### config.mk
export PLATFORM = sky130hd
export DESIGN_NAME = des_system_top
export DESIGN_NICKNAME = d
export VERILOG_FILES = /design/src/rtl/des_system_top.sv
export SDC_FILE = /design/constraint.sdc
export NUM_CORES = 1
export LEC_CHECK = 0
export BUFFER_PORTS_ARGS = -buffer_cell sky130_fd_sc_hd__buf_2
export CORE_AREA = 3 3 40 42
export DETAILED_ROUTE_END_ITERATION = 10
export DIE_AREA = 0 0 43 45
export PLACE_DENSITY = 0.63
export SYNTH_ARGS = -nofsm -noshare
export SYNTH_HDL_FRONTEND = slang
export SYNTH_SLANG_ARGS = --single-unit
### constraint.sdc
create_clock -name clk -period 3.6 [get_ports clk]
set_input_delay 0 -clock clk [delete_from_list [all_inputs] [get_ports clk]]
set_output_delay 0 -clock clk [all_outputs]
set_load 0.01 [all_outputs]
### src/rtl/des_system_top.sv
// rtl/des_system_top.sv - Iterative DES encryptor: reads mem[0], encrypts with KEY, writes mem[1]
module des_system_top #(
    parameter logic [63:0] KEY            = 64'h133457799BBCDFF1,
    parameter logic [63:0] INIT_PLAINTEXT = 64'h123456789ABCDEF0,
    parameter int          MEM_DEPTH      = 16
) (
    input  logic clk,
    input  logic reset,
    input  logic start_btn,
    output logic done_led
);
    localparam int IP_T [64] = '{58,50,42,34,26,18,10,2, 60,52,44,36,28,20,12,4,
                                 62,54,46,38,30,22,14,6, 64,56,48,40,32,24,16,8,
                                 57,49,41,33,25,17,9,1,  59,51,43,35,27,19,11,3,
                                 61,53,45,37,29,21,13,5, 63,55,47,39,31,23,15,7};
    localparam int FP_T [64] = '{40,8,48,16,56,24,64,32, 39,7,47,15,55,23,63,31,
                                 38,6,46,14,54,22,62,30, 37,5,45,13,53,21,61,29,
                                 36,4,44,12,52,20,60,28, 35,3,43,11,51,19,59,27,
                                 34,2,42,10,50,18,58,26, 33,1,41,9,49,17,57,25};
    localparam int E_T [48] = '{32,1,2,3,4,5, 4,5,6,7,8,9, 8,9,10,11,12,13, 12,13,14,15,16,17,
                                16,17,18,19,20,21, 20,21,22,23,24,25, 24,25,26,27,28,29, 28,29,30,31,32,1};
    localparam int P_T [32] = '{16,7,20,21,29,12,28,17, 1,15,23,26,5,18,31,10,
                                2,8,24,14,32,27,3,9,    19,13,30,6,22,11,4,25};
    localparam int PC1_T [56] = '{57,49,41,33,25,17,9, 1,58,50,42,34,26,18, 10,2,59,51,43,35,27,
                                  19,11,3,60,52,44,36, 63,55,47,39,31,23,15, 7,62,54,46,38,30,22,
                                  14,6,61,53,45,37,29, 21,13,5,28,20,12,4};
    localparam int PC2_T [48] = '{14,17,11,24,1,5, 3,28,15,6,21,10, 23,19,12,4,26,8, 16,7,27,20,13,2,
                                  41,52,31,37,47,55, 30,40,51,45,33,48, 44,49,39,56,34,53, 46,42,50,36,29,32};
    // One S-box per entry, 64 nibbles in row-major order (row*16 + col), first nibble in the MSBs.
    localparam logic [255:0] SBOX [8] = '{
        256'hE4D12FB83A6C5907_0F74E2D1A6CB9538_41E8D62BFC973A50_FC8249175B3EA06D,
        256'hF18E6B34972DC05A_3D47F28EC01A69B5_0E7BA4D158C6932F_D8A13F42B67C05E9,
        256'hA09E63F51DC7B428_D709346A285ECBF1_D6498F30B12C5AE7_1AD069874FE3B52C,
        256'h7DE3069A1285BC4F_D8B56F03472C1AE9_A690CB7DF13E5284_3F06A1D8945BC72E,
        256'h2C417AB6853FD0E9_EB2C47D150FA3986_421BAD78F9C5630E_B8C71E2D6F09A453,
        256'hC1AF92680D34E75B_AF427C9561DE0B38_9EF528C3704A1DB6_432C95FABE17608D,
        256'h4B2EF08D3C975A61_D0B7491AE35C2F86_14BDC37EAF680592_6BD814A7950FE23C,
        256'hD2846FB1A93E50C7_1FD8A374C56B0E92_7B419CE206ADF358_21E74A8DFC90356B};

    // Tables number bits from 1 at the MSB, so table entry t selects vector bit (width - t).
    function automatic logic [63:0] f_ip(input logic [63:0] x);
        logic [63:0] y;
        y = '0;
        for (int i = 0; i < 64; i++) y[63-i] = x[64-IP_T[i]];
        return y;
    endfunction

    function automatic logic [63:0] f_fp(input logic [63:0] x);
        logic [63:0] y;
        y = '0;
        for (int i = 0; i < 64; i++) y[63-i] = x[64-FP_T[i]];
        return y;
    endfunction

    function automatic logic [47:0] f_e(input logic [31:0] x);
        logic [47:0] y;
        y = '0;
        for (int i = 0; i < 48; i++) y[47-i] = x[32-E_T[i]];
        return y;
    endfunction

    function automatic logic [31:0] f_p(input logic [31:0] x);
        logic [31:0] y;
        y = '0;
        for (int i = 0; i < 32; i++) y[31-i] = x[32-P_T[i]];
        return y;
    endfunction

    function automatic logic [55:0] f_pc1(input logic [63:0] x);
        logic [55:0] y;
        y = '0;
        for (int i = 0; i < 56; i++) y[55-i] = x[64-PC1_T[i]];
        return y;
    endfunction

    function automatic logic [47:0] f_pc2(input logic [55:0] x);
        logic [47:0] y;
        y = '0;
        for (int i = 0; i < 48; i++) y[47-i] = x[56-PC2_T[i]];
        return y;
    endfunction

    function automatic logic [31:0] f_s(input logic [47:0] x);
        logic [31:0] y;
        logic [5:0]  b;
        int          idx;
        y = '0;
        for (int j = 0; j < 8; j++) begin
            b   = x[47-6*j -: 6];
            idx = int'({b[5], b[0], b[4:1]});
            y[31-4*j -: 4] = SBOX[j][255-4*idx -: 4];
        end
        return y;
    endfunction

    typedef enum logic [2:0] {S_IDLE, S_RD, S_WAIT, S_INIT, S_ROUND, S_WRITE, S_DONE} state_t;

    logic [63:0] mem [0:MEM_DEPTH-1] = '{0: INIT_PLAINTEXT, default: 64'h0};

    state_t      state_q;
    logic [4:0]  round_q;
    logic [31:0] l_q, r_q, l_d, r_d;
    logic [27:0] c_q, d_q, c_d, d_d;
    logic [47:0] sub_key;
    logic [63:0] rdata_q;
    logic        start_q, armed_q, done_led_q, shift2, start_det;

    // armed_q blocks a button that was already held while reset was released.
    assign start_det = start_btn & ~start_q & armed_q;
    assign done_led  = done_led_q;

    always_comb begin
        shift2  = !(round_q == 5'd1 || round_q == 5'd2 || round_q == 5'd9 || round_q == 5'd16);
        c_d     = shift2 ? {c_q[25:0], c_q[27:26]} : {c_q[26:0], c_q[27]};
        d_d     = shift2 ? {d_q[25:0], d_q[27:26]} : {d_q[26:0], d_q[27]};
        sub_key = f_pc2({c_d, d_d});
        l_d     = r_q;
        r_d     = l_q ^ f_p(f_s(f_e(r_q) ^ sub_key));
    end

    always_ff @(posedge clk) begin
        if (!reset) begin
            state_q    <= S_IDLE;
            round_q    <= '0;
            l_q        <= '0;
            r_q        <= '0;
            c_q        <= '0;
            d_q        <= '0;
            start_q    <= 1'b0;
            armed_q    <= ~start_btn;
            done_led_q <= 1'b0;
        end else begin
            start_q    <= start_btn;
            armed_q    <= armed_q | ~start_btn;
            done_led_q <= 1'b0;
            case (state_q)
                S_IDLE:  if (start_det) state_q <= S_RD;
                S_RD:    state_q <= S_WAIT;
                S_WAIT:  state_q <= S_INIT;
                S_INIT: begin
                    {l_q, r_q} <= f_ip(rdata_q);
                    {c_q, d_q} <= f_pc1(KEY);
                    round_q    <= 5'd1;
                    state_q    <= S_ROUND;
                end
                S_ROUND: begin
                    l_q <= l_d;
                    r_q <= r_d;
                    c_q <= c_d;
                    d_q <= d_d;
                    if (round_q == 5'd16) begin
                        round_q <= '0;
                        state_q <= S_WRITE;
                    end else begin
                        round_q <= round_q + 5'd1;
                    end
                end
                S_WRITE: state_q <= S_DONE;
                S_DONE: begin
                    if (start_det) state_q <= S_RD;
                    else           done_led_q <= 1'b1;
                end
                default: state_q <= S_IDLE;
            endcase
        end
    end

    always_ff @(posedge clk) begin
        rdata_q <= mem[0];
        if (reset && state_q == S_WRITE) mem[1] <= f_fp({r_q, l_q});
    end

endmodule

==> results of run 1 <==
## per-stage QoR
| step | utilization (%) | setup WS, ps | cells | power [uW] | instance area [um2] |
|---|---|---|---|---|---|
| 5_1_grt | 48.6 | 2180 | 82 | 248 | 624 |
| 3_5_place_dp | 45.8 | 2260 | 77 | 158 | 588 |
| 6_report | 48.6 | 2270 | 82 | 239 | 624 |
| 2_1_floorplan | - | 2410 | 63 | 155 | 582 |
| 3_3_place_gp | 45.8 | 2290 | 77 | 157 | 588 |
| 4_1_cts | 48.6 | 2260 | 82 | 242 | 624 |
## registers in the layout, indices dropped and copies added (netlist names)
name      cells
armed_q       1
state_q       3
start_q       1
done_led      1
round_q       5
## worst register-to-register path, stage by stage, from the launching register on
cell and delay [ps]:
dfxtp_1 350, inv_1 90, ha_1 210, nand4bb_4 170, o211a_1 240, nor4_1 190
## logic make-up (layout without fill, tap and decap cells)
logic type / after synthesis / count (layout) / share of synthesized area (%)
compound gates: 15 / 15 / 17.4
xor+xnor: 1 / 1 / 1.51
fa+ha+maj: 2 / 2 / 4.30
buf+inv: 9 / 13 / 7.96
flops: 11 / 11 / 37.8
simple gates: 25 / 25 / 31.0
## layout make-up
cell class / instances / area, um2
inverter: 5 / 18.8
tap: 15 / 18.8
sequential: 11 / 220
clock buffer: 4 / 26.3
fill: 131 / 661
timing repair buffer: 4 / 25.0
multi-input combinational: 43 / 315
## cell usage after synthesis (all sizes together)
cell type | number | share of area (%)
dfxtp | 11 | 38
nand3 | 6 | 5.2
a21oi | 5 | 4.3
inv | 5 | 3.2
nand2 | 5 | 3.2
buf | 3 | 4.1
nand4b | 3 | 4.5
o21ai | 3 | 2.6
ha | 2 | 4.3
nor2 | 2 | 1.3
a211o | 1 | 1.7
a311oi | 1 | 1.5
a31o | 1 | 1.5
a41oi | 1 | 1.5
and2 | 1 | 1.1
and3b | 1 | 1.5
clkbuf | 1 | 0.64
nand3b | 1 | 1.3
nand4 | 1 | 1.1
nand4bb | 1 | 4.7
nor3 | 1 | 0.86
nor3b | 1 | 3.2
nor4 | 1 | 1.1
o211a | 1 | 1.7
o211ai | 1 | 1.3
o21a | 1 | 1.3
or3b | 1 | 1.9
xor2 | 1 | 1.5
## path summary, 6_finish.rpt
check / startpoint / endpoint / slack, ps
max: round_q[0] / state_q[0] / 2270
min: reset / armed_q / 40
max reg2reg: round_q[0] / state_q[0] / 2270
min reg2reg: armed_q / armed_q / 460
## power breakdown
group          internal [uW]  leakage [uW]  switching (uW)  total (uW)
registers                126     0.0000896            9.21         136
logic                   9.77      0.000123            9.89        19.7
clock network           42.9     0.0000150            41.0        83.9
total                    179      0.000228            60.1         239
## repair_timing
action	in CTS	in global routing
hold endpoints to repair	2	0
resized for setup	0	0
hold buffers	1	0
setup endpoints to repair	0	0
## metal layers
layer | part of all wire (%) | up-vias
li1 | - | 238
met4 | 1.1 | 0
met3 | 4.9 | 2
met5 | 0 | -
met2 | 46 | 9
met1 | 48 | 236
==> run_results.csv, run 1 <==
group,metric,value,unit
logic_synthesis,ys_ff_latch,11,
clock_tree,numCtsBuffers,3,
die,die_w,43,um
finish,diodes,0,
routing,drt_iter0_markers,9,
clock_tree,clock-root-buffer,"clkbuf_4",
setup_path,worstPathMaxFanout,6,
timing,max_slew_margin,73.0,%
global_routing,met3_usage,3.59,%
setup_path,critical_path.top_delay_family,"simple AND/OR/NAND/NOR gates",
die,pin_count,4,
die,die-area,1940,um2
die,core,1280,um2
setup_path,cp_data_required_time,3780,ps
timing,setup-violations-final,0,
finish,syn2layout_area_growth,7.31,%
clock_tree,postCtsSetupRepairBufs,0,
global_routing,grt_pass1_vias,437,
setup_path,startpoint_type,"flip-flop",
logic_synthesis,syn-mean-instance-area,9.24,um2
min_path,min_path_type,"in2reg",
timing,rsz0062_at_grt,"no",
timing,hold_viol,0,
logic_synthesis,synth_area,582,um2
timing,setup_tns,0,ps
routing,wl,1.11,mm
routing,drt_pass1_iterations,4,
setup_path,cp_slowest_stage_delay,350,ps
min_path,min_delay_path_depth,3,
logic_synthesis,synthDistinctLibCells,31,
die,num_rows,13,
global_routing,grt-ovfl-total,0,
power,leakagePower,0.000228,uW
clock_tree,path_clk_slew,70,ps
setup_path,cp.arrival,1510,ps
clock_tree,clkSinkCount,11,
run,drv_cap,0,
routing,vias_per_cell,5.91,
die,die_y,45,um
timing,worstMarginPinSlew,404,ps
timing,timing.hold.ws,39.5,ps
timing,finalCritPeriodShare,36.9,%
global_routing,grt_use_met2,22.5,%
power,vdd_ir_drop_max,0.195,mV
placement,routabilityCongestion,0.700,
clock_tree,clock_latency,270,ps
setup_path,cp_num_buf_inv,1,
status,status,"finished, final reports clean",
finish,final_cell_mix,"dfxtp_1 (11), nand3_1 (6), inv_1 (5), nand2_1 (5), a21oi_1 (5)",
global_routing,grt-busiest-layer,"met2",
logic_synthesis,synth_nets,68,
clock_tree,cts_tree,"built",
finish,final_common_cell,"dfxtp_1",
placement,io_buffers,3,
setup_path,cp_slowest_cell,"dfxtp_1",
finish,nets,73,
clock_tree,cts_buffer_depth,2,
timing,finClkSkew,3.91,ps
timing,slew_violations,0,
routing,drc,0,
routing,vias,485,
logic_synthesis,yosys_warnings,0,
routing,ant_nets,0,
setup_path,worstSetupEndpointType,"flip-flop",
global_routing,track_usage,13.1,%
finish,drive_gt1_share,16.4,%
setup_path,path_cells,"inv_1, ha_1, nand4bb_4, o211a_1, nor4_1",
power,power.density,383,nW/um2
logic_synthesis,seq_area_frac_synth,37.8,%
placement,dp_hpwl,785,um
global_routing,grt_max_degree,12,
clock_tree,cts_max_level,1,
logic_synthesis,syn_inst,63,
timing,fin_crit,1330,ps
routing,post_drt_wl_per_cell,13.5,um
global_routing,grt_use_met1,14.8,%
die,initial_core_util,45.3,%
setup_path,reg2reg_depth,5,
setup_path,path_class,"reg2reg",
timing,fmax,753,MHz
setup_path,crit_cells,5,
global_routing,grt_pass1_wl,1.89,mm
global_routing,antenna_found_initial,0,
Note: power is estimated with default switching activity, not from simulation.
==> run 2: changes to the inputs <==
Settings changed: ABC_AREA set to 1, PLACE_DENSITY 0.63 to 0.62.
Clock period 3.6 ns to 1.22 ns, I/O delays scaled along.
==> run_results.csv, run 2 <==
group,metric,value,unit
routing,ant_nets,0,
timing,slew_violations,0,
finish,final_cell_mix,"nand2_1 (14), dfxtp_1 (10), nand3_1 (9)",
routing,top_layer,"met4",
logic_synthesis,syn-mean-instance-area,7.24,um2
timing,worstMarginPinSlew,296,ps
logic_synthesis,synth_edf_count,0,
timing,finClkSkew,2.71,ps
setup_path,path_class,"in2reg",
placement,dp_slack,50.3,ps
logic_synthesis,async_flop_share,0,%
global_routing,track_usage,12.9,%
power,vdd_ir_drop_max,0.837,mV
die,die_w,43,um
routing,met3WireLength,47,um
finish,drive_gt1_share,23.9,%
setup_path,reg2reg_slack,90,ps
routing,vias,517,
run,drv_cap,0,
logic_synthesis,synth_most_common_cell,"nand2_1",
setup_path,reg2reg_depth,9,
finish,final_common_cell,"nand2_1",
timing,hold_viol,0,
finish,diodes,0,
setup_path,timing.rr.start,"round_q[0]",
setup_path,worstSetupEndpointType,"flip-flop",
clock_tree,clkSinkCount,11,
finish,n_fill_cell,122,
timing,setup-violations-final,0,
logic_synthesis,synthDistinctLibCells,18,
clock_tree,path_clk_slew,60,ps
routing,drc,0,
min_path,worstHoldStart,"start_btn",
finish,syn2layout_area_growth,24.7,%
routing,wl,1.06,mm
finish,multi_input_area,299,um2
timing,setup_tns,0,ps
routing,m1WireLength,498,um
placement,dp_cells,96,
min_path,min_path_type,"in2reg",
routing,post_drt_wl_per_cell,10.3,um
setup_path,worstPathMaxFanout,4,
routing,drt_pass1_iterations,4,
global_routing,grt_max_degree,9,
routing,vias_per_cell,5.02,
clock_tree,postCtsSetupRepairBufs,0,
timing,max_slew_margin,80.2,%
timing,rsz0062_at_grt,"no",
clock_tree,numCtsBuffers,3,
global_routing,grt_pass1_vias,453,
min_path,min_delay_path_depth,4,
global_routing,grt-ovfl-total,0,
global_routing,grt_pass1_wl,1.83,mm
power,power.density,1440,nW/um2
die,initial_core_util,42.3,%
timing,fin_crit,1170,ps
die,die-area,1940,um2
setup_path,cp_data_required_time,1370,ps
setup_path,cp.arrival,1320,ps
logic_synthesis,synth_top_area_share,40.6,%
logic_synthesis,yosys.area.top_type,"dfxtp_1",
min_path,min_to,"start_q",
setup_path,reg2reg_to,"state_q[2]",
placement,routabilityCongestion,0.781,
die,core,1280,um2
logic_synthesis,synth_nets,80,
clock_tree,clock_latency,260,ps
clock_tree,cts_buffer_depth,2,
routing,route.met2.wl,493,um
finish,nets,94,
timing,finalCritPeriodShare,96.3,%
logic_synthesis,seq_area_frac_synth,40.6,%
timing,setup_ws,45.7,ps
clock_tree,clock-root-buffer,"clkbuf_4",
logic_synthesis,syn_inst,75,
logic_synthesis,synth_commonest_cells,"nand2_1 (15), dfxtp_1 (11), a21oi_1 (9), inv_1 (9), nand3_1 (9)",
finish,reg_top3,"round_q (5), state_q (3)",
logic_synthesis,synth_area,543,um2
logic_synthesis,synth_ff_type,"dfxtp_1",
logic_synthesis,yosys_warnings,0,
die,die_y,45,um
die,num_rows,13,
setup_path,startpoint_type,"input pin",
power,leakagePower,0.000294,uW
power,total_power,977,uW
clock_tree,cts_tree,"built",
finish,final_cells,103,
clock_tree,cts_max_level,1,
global_routing,antenna_found_initial,0,
timing,fmax,852,MHz
placement,dp_hpwl,745,um
finish,fin_util,52.7,%
placement,io_buffers,3,
routing,drt_iter0_markers,24,
die,pin_count,4,
finish,seq_area,221,um2
finish,largest_reg_flops,5,
logic_synthesis,synth.area.top_cells,"dfxtp_1 (41%), nand2_1 (10%), a21oi_1 (8.3%), nand3_1 (8.3%), inv_1 (6.2%)",
logic_synthesis,ys_ff_latch,11,
status,status,"finished, final reports clean",
finish,largest-register,"round_q",
## run 2: cells by family (layout without fill, tap and decap cells)
| logic type | after synthesis | in the layout | synth area share [%] |
|---|---|---|---|
| XOR/XNOR | 1 | 1 | 1.61 |
| AO/OA/AOI/OAI | 10 | 10 | 9.22 |
| flip-flops | 11 | 11 | 40.6 |
| buffers and inverters | 11 | 24 | 8.06 |
| AND/OR/NAND/NOR | 40 | 40 | 35.9 |
| adder cells (fa/ha/maj) | 2 | 2 | 4.61 |
## run 2: critical path, stage by stage
cell	delay (ps)
dlygate4sd3_1	540
buf_2	140
nand2_1	60
nand2_1	40
dlygate4sd3_1	540
## run 2: timing repair
item,4_1_cts,5_1_grt
hold buffers,3,0
hold endpoints to repair,2,0
resized for setup,0,7
endpoints found under the setup margin,0,2
## run 2: layer usage
layer | track usage, % | up-vias
met5 | 0 | -
met4 | 7.23 | 0
met3 | 4.78 | 2
met2 | 19.8 | 13
met1 | 15.5 | 230
li1 | - | 272
## run 2: through the flow
stage	hold WS, ps	area, um2
after floorplan	68.7	543
after global placement	197	599
after detailed placement	202	599
after CTS	480	656
after global routing	502	677
final	483	677
## run 2: worst max-delay path by stage
| stage | from | to | slack (ps) | cells after the start |
|---|---|---|---|---|
| finish | reset | armed_q | 50 | 5 |
| global route | state_q[2] | round_q[3] | 10 | 6 |
| global placement | round_q[0] | state_q[2] | 80 | 9 |
| floorplan | round_q[0] | state_q[1] | 90 | 9 |
| detailed placement | round_q[0] | state_q[2] | 50 | 9 |
| CTS | round_q[0] | state_q[2] | 40 | 9 |
## run 2: power by group
part / total [uW] / switching, uW / internal [uW] / leakage, uW
clock: 240 / 114 / 126 / 0.0000150
combinational: 279 / 170 / 109 / 0.000189
sequential: 458 / 54.3 / 404 / 0.0000902
total: 977 / 338 / 639 / 0.000294
## run 2: final cells by class
class / count / share of cell area (%)
multi-input cells: 53 / 44.2
flip-flops and latches: 11 / 32.7
repair buffers: 9 / 9.98
inverters: 11 / 6.47
clock buffers: 4 / 3.88
well taps: 15 / 2.77
